===== src/rtl/wbsdram_arbiter.sv =====
// ---------------------------------------------------------------------------
// wbsdram_arbiter
// Two-master pipelined Wishbone arbiter in front of the SDRAM controller's
// Wishbone slave (ui_clk / o_sys_clk domain). Master A is the CPU side,
// master B the DMA/debug bus. The bus is granted per bus cycle (cyc held)
// with round-robin priority on ties. A count of outstanding requests makes
// sure acks and errors reach only the current owner. When the owner drops
// cyc, the count is cleared and any late slave acks are discarded.
//
// Optional feature: define WBARB_TIMEOUT_EN to add an ack timeout. When no
// ack or err arrives for 2^LGTIMEOUT-1 cycles while requests are
// outstanding, the owner receives a one-cycle err, o_cyc is dropped and the
// arbiter returns to IDLE. Without the macro the arbiter waits indefinitely.
//
// Ports:
//   i_clk, i_rst                  clock, asynchronous active-high reset
//   i_{a,b}_cyc/stb/we/addr/data/sel   master requests
//   o_{a,b}_ack/stall/err/data    master responses (data is i_data)
//   o_cyc/stb/we/addr/data/sel    slave request
//   i_ack/stall/err/data          slave response
//   o_grant                       one-hot owner {B,A}, 00 when idle
//
// state   | meaning
// --------+-----------------------------------------------
// S_IDLE  | no owner, o_cyc low, arbitrates pending cyc&stb
// S_OWN_A | master A owns the slave until it drops cyc
// S_OWN_B | master B owns the slave until it drops cyc
// ---------------------------------------------------------------------------
module wbsdram_arbiter #(
    parameter int AW        = 26,
    parameter int DW        = 32,
    parameter int LGOUT     = 5,
    parameter int LGTIMEOUT = 12
) (
    input  logic              i_clk,
    input  logic              i_rst,
    input  logic              i_a_cyc,
    input  logic              i_a_stb,
    input  logic              i_a_we,
    input  logic [AW-1:0]     i_a_addr,
    input  logic [DW-1:0]     i_a_data,
    input  logic [DW/8-1:0]   i_a_sel,
    output logic              o_a_ack,
    output logic              o_a_stall,
    output logic              o_a_err,
    output logic [DW-1:0]     o_a_data,
    input  logic              i_b_cyc,
    input  logic              i_b_stb,
    input  logic              i_b_we,
    input  logic [AW-1:0]     i_b_addr,
    input  logic [DW-1:0]     i_b_data,
    input  logic [DW/8-1:0]   i_b_sel,
    output logic              o_b_ack,
    output logic              o_b_stall,
    output logic              o_b_err,
    output logic [DW-1:0]     o_b_data,
    output logic              o_cyc,
    output logic              o_stb,
    output logic              o_we,
    output logic [AW-1:0]     o_addr,
    output logic [DW-1:0]     o_data,
    output logic [DW/8-1:0]   o_sel,
    input  logic              i_ack,
    input  logic              i_stall,
    input  logic              i_err,
    input  logic [DW-1:0]     i_data,
    output logic [1:0]        o_grant
);

    typedef enum logic [1:0] {
        S_IDLE  = 2'd0,
        S_OWN_A = 2'd1,
        S_OWN_B = 2'd2
    } state_t;

    localparam logic [LGOUT-1:0] CNT_MAX = '1;

    state_t           state, state_nxt;
    logic             last_b, last_b_nxt;   // last owner was B
    logic [LGOUT-1:0] count, count_nxt;

    logic own_a, own_b, owned;
    logic owner_cyc, owner_stb;
    logic full, cnt_nz, tmo;
    logic req_a, req_b;
    logic inc, dec;

    assign own_a     = (state == S_OWN_A);
    assign own_b     = (state == S_OWN_B);
    assign owned     = own_a | own_b;
    assign owner_cyc = (own_a & i_a_cyc) | (own_b & i_b_cyc);
    assign owner_stb = (own_a & i_a_stb) | (own_b & i_b_stb);
    assign full      = (count == CNT_MAX);
    assign cnt_nz    = (count != '0);
    assign req_a     = i_a_cyc & i_a_stb;
    assign req_b     = i_b_cyc & i_b_stb;

`ifdef WBARB_TIMEOUT_EN
    logic [LGTIMEOUT-1:0] timer;

    // An ack in the terminal cycle still counts as a normal response.
    assign tmo = owned && cnt_nz && !(i_ack || i_err) && (timer == '1);

    always_ff @(posedge i_clk or posedge i_rst) begin
        if (i_rst)
            timer <= '0;
        else if (!owned || !cnt_nz || i_ack || i_err || tmo)
            timer <= '0;
        else
            timer <= timer + LGTIMEOUT'(1);
    end
`else
    logic unused_lgtimeout;
    assign unused_lgtimeout = (LGTIMEOUT > 0);
    assign tmo = 1'b0;
`endif

    // State register
    always_ff @(posedge i_clk or posedge i_rst) begin
        if (i_rst) begin
            state  <= S_IDLE;
            last_b <= 1'b1;
            count  <= '0;
        end else begin
            state  <= state_nxt;
            last_b <= last_b_nxt;
            count  <= count_nxt;
        end
    end

    // Next-state logic
    always_comb begin
        state_nxt  = state;
        last_b_nxt = last_b;
        case (state)
            S_IDLE: begin
                if (req_a && req_b)
                    state_nxt = last_b ? S_OWN_A : S_OWN_B;
                else if (req_a)
                    state_nxt = S_OWN_A;
                else if (req_b)
                    state_nxt = S_OWN_B;
            end
            S_OWN_A: begin
                if (!i_a_cyc || tmo) begin
                    state_nxt  = S_IDLE;
                    last_b_nxt = 1'b0;
                end
            end
            S_OWN_B: begin
                if (!i_b_cyc || tmo) begin
                    state_nxt  = S_IDLE;
                    last_b_nxt = 1'b1;
                end
            end
            default: state_nxt = S_IDLE;
        endcase
    end

    // Outstanding-request count; leaving ownership aborts the bus cycle,
    // so whatever is still in flight is forgotten.
    assign inc = o_stb & ~i_stall;
    assign dec = (i_ack | i_err) & cnt_nz;

    always_comb begin
        count_nxt = count;
        if (state == S_IDLE || state_nxt == S_IDLE)
            count_nxt = '0;
        else if (inc && !dec)
            count_nxt = count + LGOUT'(1);
        else if (dec && !inc)
            count_nxt = count - LGOUT'(1);
    end

    // Output logic
    always_comb begin
        o_cyc     = owner_cyc & ~tmo;
        o_stb     = owner_cyc & owner_stb & ~full & ~tmo;
        o_we      = own_b ? i_b_we   : i_a_we;
        o_addr    = own_b ? i_b_addr : i_a_addr;
        o_data    = own_b ? i_b_data : i_a_data;
        o_sel     = own_b ? i_b_sel  : i_a_sel;
        o_a_ack   = i_ack & own_a & i_a_cyc & cnt_nz;
        o_b_ack   = i_ack & own_b & i_b_cyc & cnt_nz;
        o_a_err   = own_a & ((i_err & i_a_cyc & cnt_nz) | tmo);
        o_b_err   = own_b & ((i_err & i_b_cyc & cnt_nz) | tmo);
        o_a_stall = own_a ? (i_stall | full) : 1'b1;
        o_b_stall = own_b ? (i_stall | full) : 1'b1;
        o_a_data  = i_data;
        o_b_data  = i_data;
        o_grant   = {own_b, own_a};
    end

endmodule

===== config.mk =====
export PLATFORM = sky130hd
export DESIGN_NAME = wbsdram_arbiter
export DESIGN_NICKNAME = d
export VERILOG_FILES = /design/src/rtl/wbsdram_arbiter.sv
export SDC_FILE = /design/constraint.sdc
export NUM_CORES = 1
export LEC_CHECK = 0
export BUFFER_PORTS_ARGS = -buffer_cell sky130_fd_sc_hd__buf_4
export CORE_AREA = 2 2 117 119
export CTS_BUF_LIST = sky130_fd_sc_hd__clkbuf_4
export DETAILED_ROUTE_END_ITERATION = 12
export DIE_AREA = 0 0 119 121
export GPL_ROUTABILITY_DRIVEN = 0
export SYNTH_ARGS = -nofsm -noshare
export SYNTH_HDL_FRONTEND = slang
export SYNTH_SLANG_ARGS = --single-unit
export TNS_END_PERCENT = 1

===== constraint.sdc =====
create_clock -name i_clk -period 3.1 [get_ports i_clk]
set_clock_uncertainty 0.05 [all_clocks]
set_input_delay 0.155 -clock i_clk [delete_from_list [all_inputs] [get_ports i_clk]]
set_output_delay 0.155 -clock i_clk [all_outputs]
set_load 0.01 [all_outputs]

# After elaboration in Yosys (flattened, before gate mapping)
# Index checks and enable logic that the tools add are counted.
# classes
n_addsub	2
n_eq_ne	5
n_mux	19
bitwise	28
reduce_logical	12
# ops
operator	n
32-bit 2-to-1 mux	1
26-bit 2-to-1 mux	1
1-bit AND	22
5-bit 2-to-1 mux	3
2-bit 2-to-1 mux	6
2-bit one-hot mux with 3 select lines	1
5-bit by 1-bit adder with 5-bit output (second input constant)	1
5-bit equality test (second input constant)	1
1-bit 2-to-1 mux	5
5-bit nonzero test	1
5-bit by 1-bit subtractor with 5-bit output (second input constant)	1
2-bit logical NOT	2
4-bit 2-to-1 mux	1
2-bit != test (second input constant)	2
1-bit bitwise OR	4
1-bit logical AND	3
3-bit AND reduction	1
3-bit nonzero test	1
2-bit by 1-bit equality test with 1-bit output (second input constant)	1
2-bit equality test (second input constant)	1
1-bit logical NOT	2
1-bit NOT	2
1-bit one-hot mux with 2 select lines	1
2-bit nonzero test	1
1-bit logical OR	1
# totals
ff_bits	8
input_bits	167
output_inout_bits	137
wordCells	69

# Logic depth before layout (Yosys ltp)
# logic_depth
depth_word	11
ltp_mapped	14
depth_no_buf	13

# Worst setup path before layout
# No wires, ideal clock.
# synth_path
path_type	reg-to-reg
startpoint	reg state[0]
endpoint	reg count[4]
setup_time_ns	0.088
arrival_ns	2.639
required_time_ns	2.962
slack_ns	0.323
stages_incl_launch_ff	15
path_buffers	1
synth_period_minus_slack_ns	2.777
cell_sequence	dfrtp_1 -> inv_1 -> nand2_1 -> inv_2 -> nand2_1 -> and2_1 -> buf_2 -> inv_1 -> nand3_1 -> fa_1 -> a21o_1 -> a21o_1 -> and3_1 -> o21ai_0 -> nor3b_1
# synth_via
elab_chain_cells	9
elab_cells_between_ends	26
cone_classes	eq/ne (2); mux (8); bitwise (9); reduce/logical (7)
# synth_rtl
element	line	source
start: declaration	78	state_t state, state_nxt;
start signal: assignment	125	state <= state_nxt;
2-bit by 1-bit equality test with 1-bit output / 2-bit equality test (equally long branches)	88, 89	
1-bit AND	91	assign owner_cyc = (own_a & i_a_cyc) | (own_b & i_b_cyc);
1-bit bitwise OR *	91	
net o_cyc	57	output logic o_cyc,
1-bit AND * (2 in a row)	178	o_stb = owner_cyc & owner_stb & ~full & ~tmo;
1-bit AND *	162	assign inc = o_stb & ~i_stall;
1-bit logical AND / 1-bit logical NOT (equally long branches)	169, 171	
5-bit 2-to-1 mux / 1-bit logical AND (equally long branches)	169, 171	
5-bit 2-to-1 mux / 3-bit nonzero test (equally long branches)	-	
end signal: assignment	127	count <= count_nxt;
end: declaration	80	logic [LGOUT-1:0] count, count_nxt;
# Mark *: on every way through the listed nets, which the timed path passes. The rest lies on a longest branch.
# A chain may end at the register's enable or synchronous reset.

# Worst setup path after layout
# layout_path
startpoint	reg state[0]
endpoint	reg count[4]
# layout_via
elab_chain_cells	9
elab_cells_between_ends	26
cone_classes	eq/ne (2); mux (8); bitwise (9); reduce/logical (7)
# layout_rtl
element	line
2-bit by 1-bit equality test with 1-bit output / 2-bit equality test (equally long branches)	88, 135, 89
1-bit AND, on equally long branches	91, 92
1-bit bitwise OR, on equally long branches	91, 92
1-bit AND (2 in a row)	178
1-bit AND	162
1-bit logical AND / 1-bit logical NOT (equally long branches)	169, 171
5-bit 2-to-1 mux / 1-bit logical AND (equally long branches)	169, 171
5-bit 2-to-1 mux / 3-bit nonzero test (equally long branches)	-
# Parallel ways exist; a longest one is shown, timed or not.

==> results by stage <==
Run status:
- The flow ran to the end, and the final reports show no timing, DRC or antenna violations.

Worst hold path:
- The worst hold-check path type is in2reg.

Drt:
- In the final routed layout, each cell accounts on average for roughly 14 um.
- The count of nets left with antenna violations once routing finished came out at 0.
- The via count is 2428.
- In the routed design, unresolved DRC markers number 0.
- After the first detailed-routing iteration, the DRC count stood at roughly 110.
- The iteration count of the initial detailed-routing pass is 4.
- The routed via count divided by cell count is around 3.7.
- For this block, the routed nets add up to approximately 9 mm of wire.

Clock tree:
- At the later pin of the worst-skew pair, clock insertion delay measures approximately 0.26 ns.
- Post-CTS timing repair inserted 0 buffers for setup.
- The count of clock tree sinks is 8.
- The buffer cell driving the clock tree root is sky130_fd_sc_hd__clkbuf_4.
- TritonCTS built the clock tree.
- Clock-pin slew was measured on the worst setup and hold paths at 0.07 ns.
- The number of buffers between clock root and the deepest sink is 2.
- The number of levels in the clock H-tree is 1.
- In this run, CTS created clock tree buffers numbering 3.

Power:
- The switching component of the power is ~380 uW.
- The internal power is between 500 and 600 uW.
- The share of total power dissipated in the clock network is 0.112.
- The share of total power dissipated in sequential elements is 0.156.
- IR analysis of the VDD net gives a maximum drop of around 0.00027 V.
- The static leakage is approximately 0.0019 uW.
- The switching power share of the total is 0.426.
- The cell area power density is between 200 and 300 mW/mm^2.
- Of the total power, combinational logic draws 0.732.

Finish:
- The net total in the final layout is 649.
- The filler cells instantiated in the layout total 1486.
- The fraction of layout instances using a drive strength above 1 is 0.465.
- The core utilization of the finished layout is 0.244.
- Leaving out fill and tap cells, the most frequent cells in the layout are sky130_fd_sc_hd__buf_4 (209), sky130_fd_sc_hd__nand2_1 (199), sky130_fd_sc_hd__nor2_1 (10), sky130_fd_sc_hd__dfrtp_1 (7).
- The sequential cells in the finished layout cover a total of ~200 um^2.
- The area growth from synthesis to layout is 66.8%.
- The non-filler instance count after layout is between 600 and 700.
- After routing the design area is between 0.003 and 0.004 mm^2.
- In the final layout, the multi-input gates occupy about 0.0011 mm^2.
- The most frequent standard cell in the layout excluding fill and tap cells is sky130_fd_sc_hd__buf_4.
- The antenna diode count is 0.

Worst setup path:
- The worst register-to-register path has a setup slack of approximately 0.28 ns.
- The worst setup path is launched from a flip-flop.
- The worst setup path is of the reg2reg kind.
- The most frequent cell on the critical path is sky130_fd_sc_hd__a21o_1.
- The element type at the critical path end is a flip-flop.
- The required time reported for the critical path endpoint is roughly 3.2 ns.
- The critical path goes through nor2b_2 -> nand2_1 -> and2_1 -> inv_1 -> nand3_1 -> fa_1 -> a21o_1 -> a21o_1 -> and3_1 -> o21ai_0 -> nor3b_1.
- Among all stages on the critical path, the largest delay is contributed by sky130_fd_sc_hd__dfrtp_1.
- The delay of the slowest critical-path stage is between 0.4 and 0.5 ns.
- The critical path data arrival time is 2.95 ns.
- In this run the worst path has a maximum fanout of 6.

Logic synthesis:
- By area the synthesized netlist is led by sky130_fd_sc_hd__nand2_1 (39%), sky130_fd_sc_hd__buf_4 (26%), sky130_fd_sc_hd__dfrtp_1 (9.1%), sky130_fd_sc_hd__nand3b_4 (2.1%), sky130_fd_sc_hd__ha_1 (2.0%).
- The share of Yosys cell area claimed by the top area cell type is 0.392.
- The synthesis-stage register bit count is 8.
- Synthesis produced a netlist with a net count of 514.
- The total of warnings raised by yosys is 0.
- The gate count of the mapped netlist is about 340.
- The number of unique standard cell types used by synthesis is 32.
- Summing every instance area after synthesis gives 0.00192 mm^2.
- The library cell with the largest summed area after synthesis is sky130_fd_sc_hd__nand2_1.
- The sequential element share of the synthesized area is 0.105.
- A synthesized cell averages 5.58 um^2.

Global route:
- The first global-routing pass estimated between 10 and 15 mm of wire.
- Across every metal layer, demand over resource in global routing totals 0.112.
- The total congestion overflow after global routing is 0.
- The number of global-route vias before repair is around 2100.
- The initial antenna violation count is 0.
- Entering global routing, the biggest net connects 66 pins.

Place:
- Once placement finished, the instance area stood at around 0.0032 mm^2.
- The port buffer count is just over 200.
- The detailed-placement wirelength estimate is approximately 7.6 mm.
- The number of placed cells counting well taps is approximately 650.

STA:
- The final worst-path cycle share is 0.911.
- The final hold slack is 0.113 ns.
- Setup violations remaining at the end of the flow were counted as 0.
- For the pin with the worst max-slew slack, the measured transition is about 0.72 ns.
- Setup repair after global routing left no endpoint under its margin.
- The final period demand of the worst path is roughly 2.8 ns.
- Measured against its own limit, the worst slew margin works out to 0.522.
- The final hold violation count was 0.
- The total count of max-transition violations in the final report is 0.
- Static timing analysis puts the maximum clock frequency at between 300 and 400 MHz.
- The post-route setup TNS is 0 ns.

Floorplanning:
- The floorplan step defined a core boundary enclosing 0.0131 mm^2.
- The die covers 0.0144 mm^2.
- The count of boundary I/O pins is a little over 300.
- The vertical die dimension is between 100 and 150 um.
- The horizontal die dimension is approximately 120 um.
- The initial utilization of the core area, before any placement, comes to 0.146.
- The site row count is 42.

Run:
- The count of maximum capacitance violations is 0.
## power by group through the flow
stage | logic, uW | clock network (uW) | registers [uW]
after floorplan | 393 | 0 | 137
after global placement | 666 | 0 | 141
after detailed placement | 663 | 0 | 142
after CTS | 667 | 103 | 140
after global routing | 720 | 110 | 143
final | 658 | 101 | 140
## sequential cells by signal, indices dropped and copies added, names as in the netlist
signal / cells
count: 5
state: 2
last_b: 1
## final timing paths
check / endpoint / cells past startpoint / start
min reg2reg: last_b / 2 / last_b
max reg2reg: count[4] / 11 / state[0]
min in group asynchronous: count[1] / 3 / i_rst
max in group asynchronous: last_b / 3 / i_rst
min: last_b / 3 / i_a_cyc
max: count[4] / 11 / state[0]
## worst max-delay path, delay by kind of cell, from the launching register on
family,cells,cell delay [ns]
simple gates,6,1.15
compound gates,3,0.50
buf+inv,1,0.15
flops,1,0.46
fa+ha+maj,1,0.45
## Yosys cell counts
cell / number
sky130_fd_sc_hd__a211oi_1: 2
sky130_fd_sc_hd__a21o_1: 3
sky130_fd_sc_hd__a21oi_1: 3
sky130_fd_sc_hd__a221oi_4: 1
sky130_fd_sc_hd__and2_1: 3
sky130_fd_sc_hd__and3_1: 1
sky130_fd_sc_hd__and4_1: 1
sky130_fd_sc_hd__buf_1: 4
sky130_fd_sc_hd__buf_2: 6
sky130_fd_sc_hd__buf_4: 66
sky130_fd_sc_hd__clkbuf_1: 4
sky130_fd_sc_hd__dfrtp_1: 7
sky130_fd_sc_hd__dfstp_2: 1
sky130_fd_sc_hd__fa_1: 1
sky130_fd_sc_hd__ha_1: 3
sky130_fd_sc_hd__inv_1: 3
sky130_fd_sc_hd__inv_2: 1
sky130_fd_sc_hd__mux2i_1: 1
sky130_fd_sc_hd__nand2_1: 200
sky130_fd_sc_hd__nand2b_1: 1
sky130_fd_sc_hd__nand3_1: 3
sky130_fd_sc_hd__nand3b_4: 2
sky130_fd_sc_hd__nor2_1: 10
sky130_fd_sc_hd__nor2b_1: 1
sky130_fd_sc_hd__nor3_1: 3
sky130_fd_sc_hd__nor3_2: 1
sky130_fd_sc_hd__nor3b_1: 2
sky130_fd_sc_hd__o21ai_0: 4
sky130_fd_sc_hd__o21ai_1: 1
sky130_fd_sc_hd__o2bb2ai_1: 1
sky130_fd_sc_hd__xnor2_1: 2
sky130_fd_sc_hd__xnor2_2: 1
## layout make-up
| type | instances | share of cell area |
|---|---|---|
| tap | 176 | 0.0689 |
| multi-input combinational | 251 | 0.360 |
| timing repair buffer | 210 | 0.494 |
| clock buffer | 4 | 0.00940 |
| inverter | 4 | 0.00470 |
| sequential | 8 | 0.0631 |
## per-stage QoR
stage / total power (uW) / setup slack, ns
finish: 898 / 0.277
CTS: 910 / 0.244
global route: 973 / 0.0508
global placement: 807 / 0.331
detailed placement: 804 / 0.244
floorplan: 530 / 0.323
## metal layers
| metal | part of all wire | GRT usage | up-vias |
|---|---|---|---|
| met1 | 0.41 | 0.143 | 996 |
| met2 | 0.45 | 0.174 | 176 |
| met5 | 0 | 0 | - |
| met3 | 0.14 | 0.0592 | 4 |
| met4 | 0.0018 | 0.00893 | 0 |
| li1 | - | - | 1252 |
## what timing repair did
item,4_1_cts,5_1_grt
hold endpoints to repair,7,0
setup endpoints to repair,0,1
gates resized for setup,0,1
hold buffers,1,0
## cells by family after synthesis
kind of cell,Yosys count,synth area share
mux,1,0.00523
fa+ha+maj,4,0.0300
compound gates,15,0.0588
simple gates,228,0.485
flops,8,0.105
buf+inv,84,0.298
xor+xnor,3,0.0176
(Power assumes the default switching activity.)
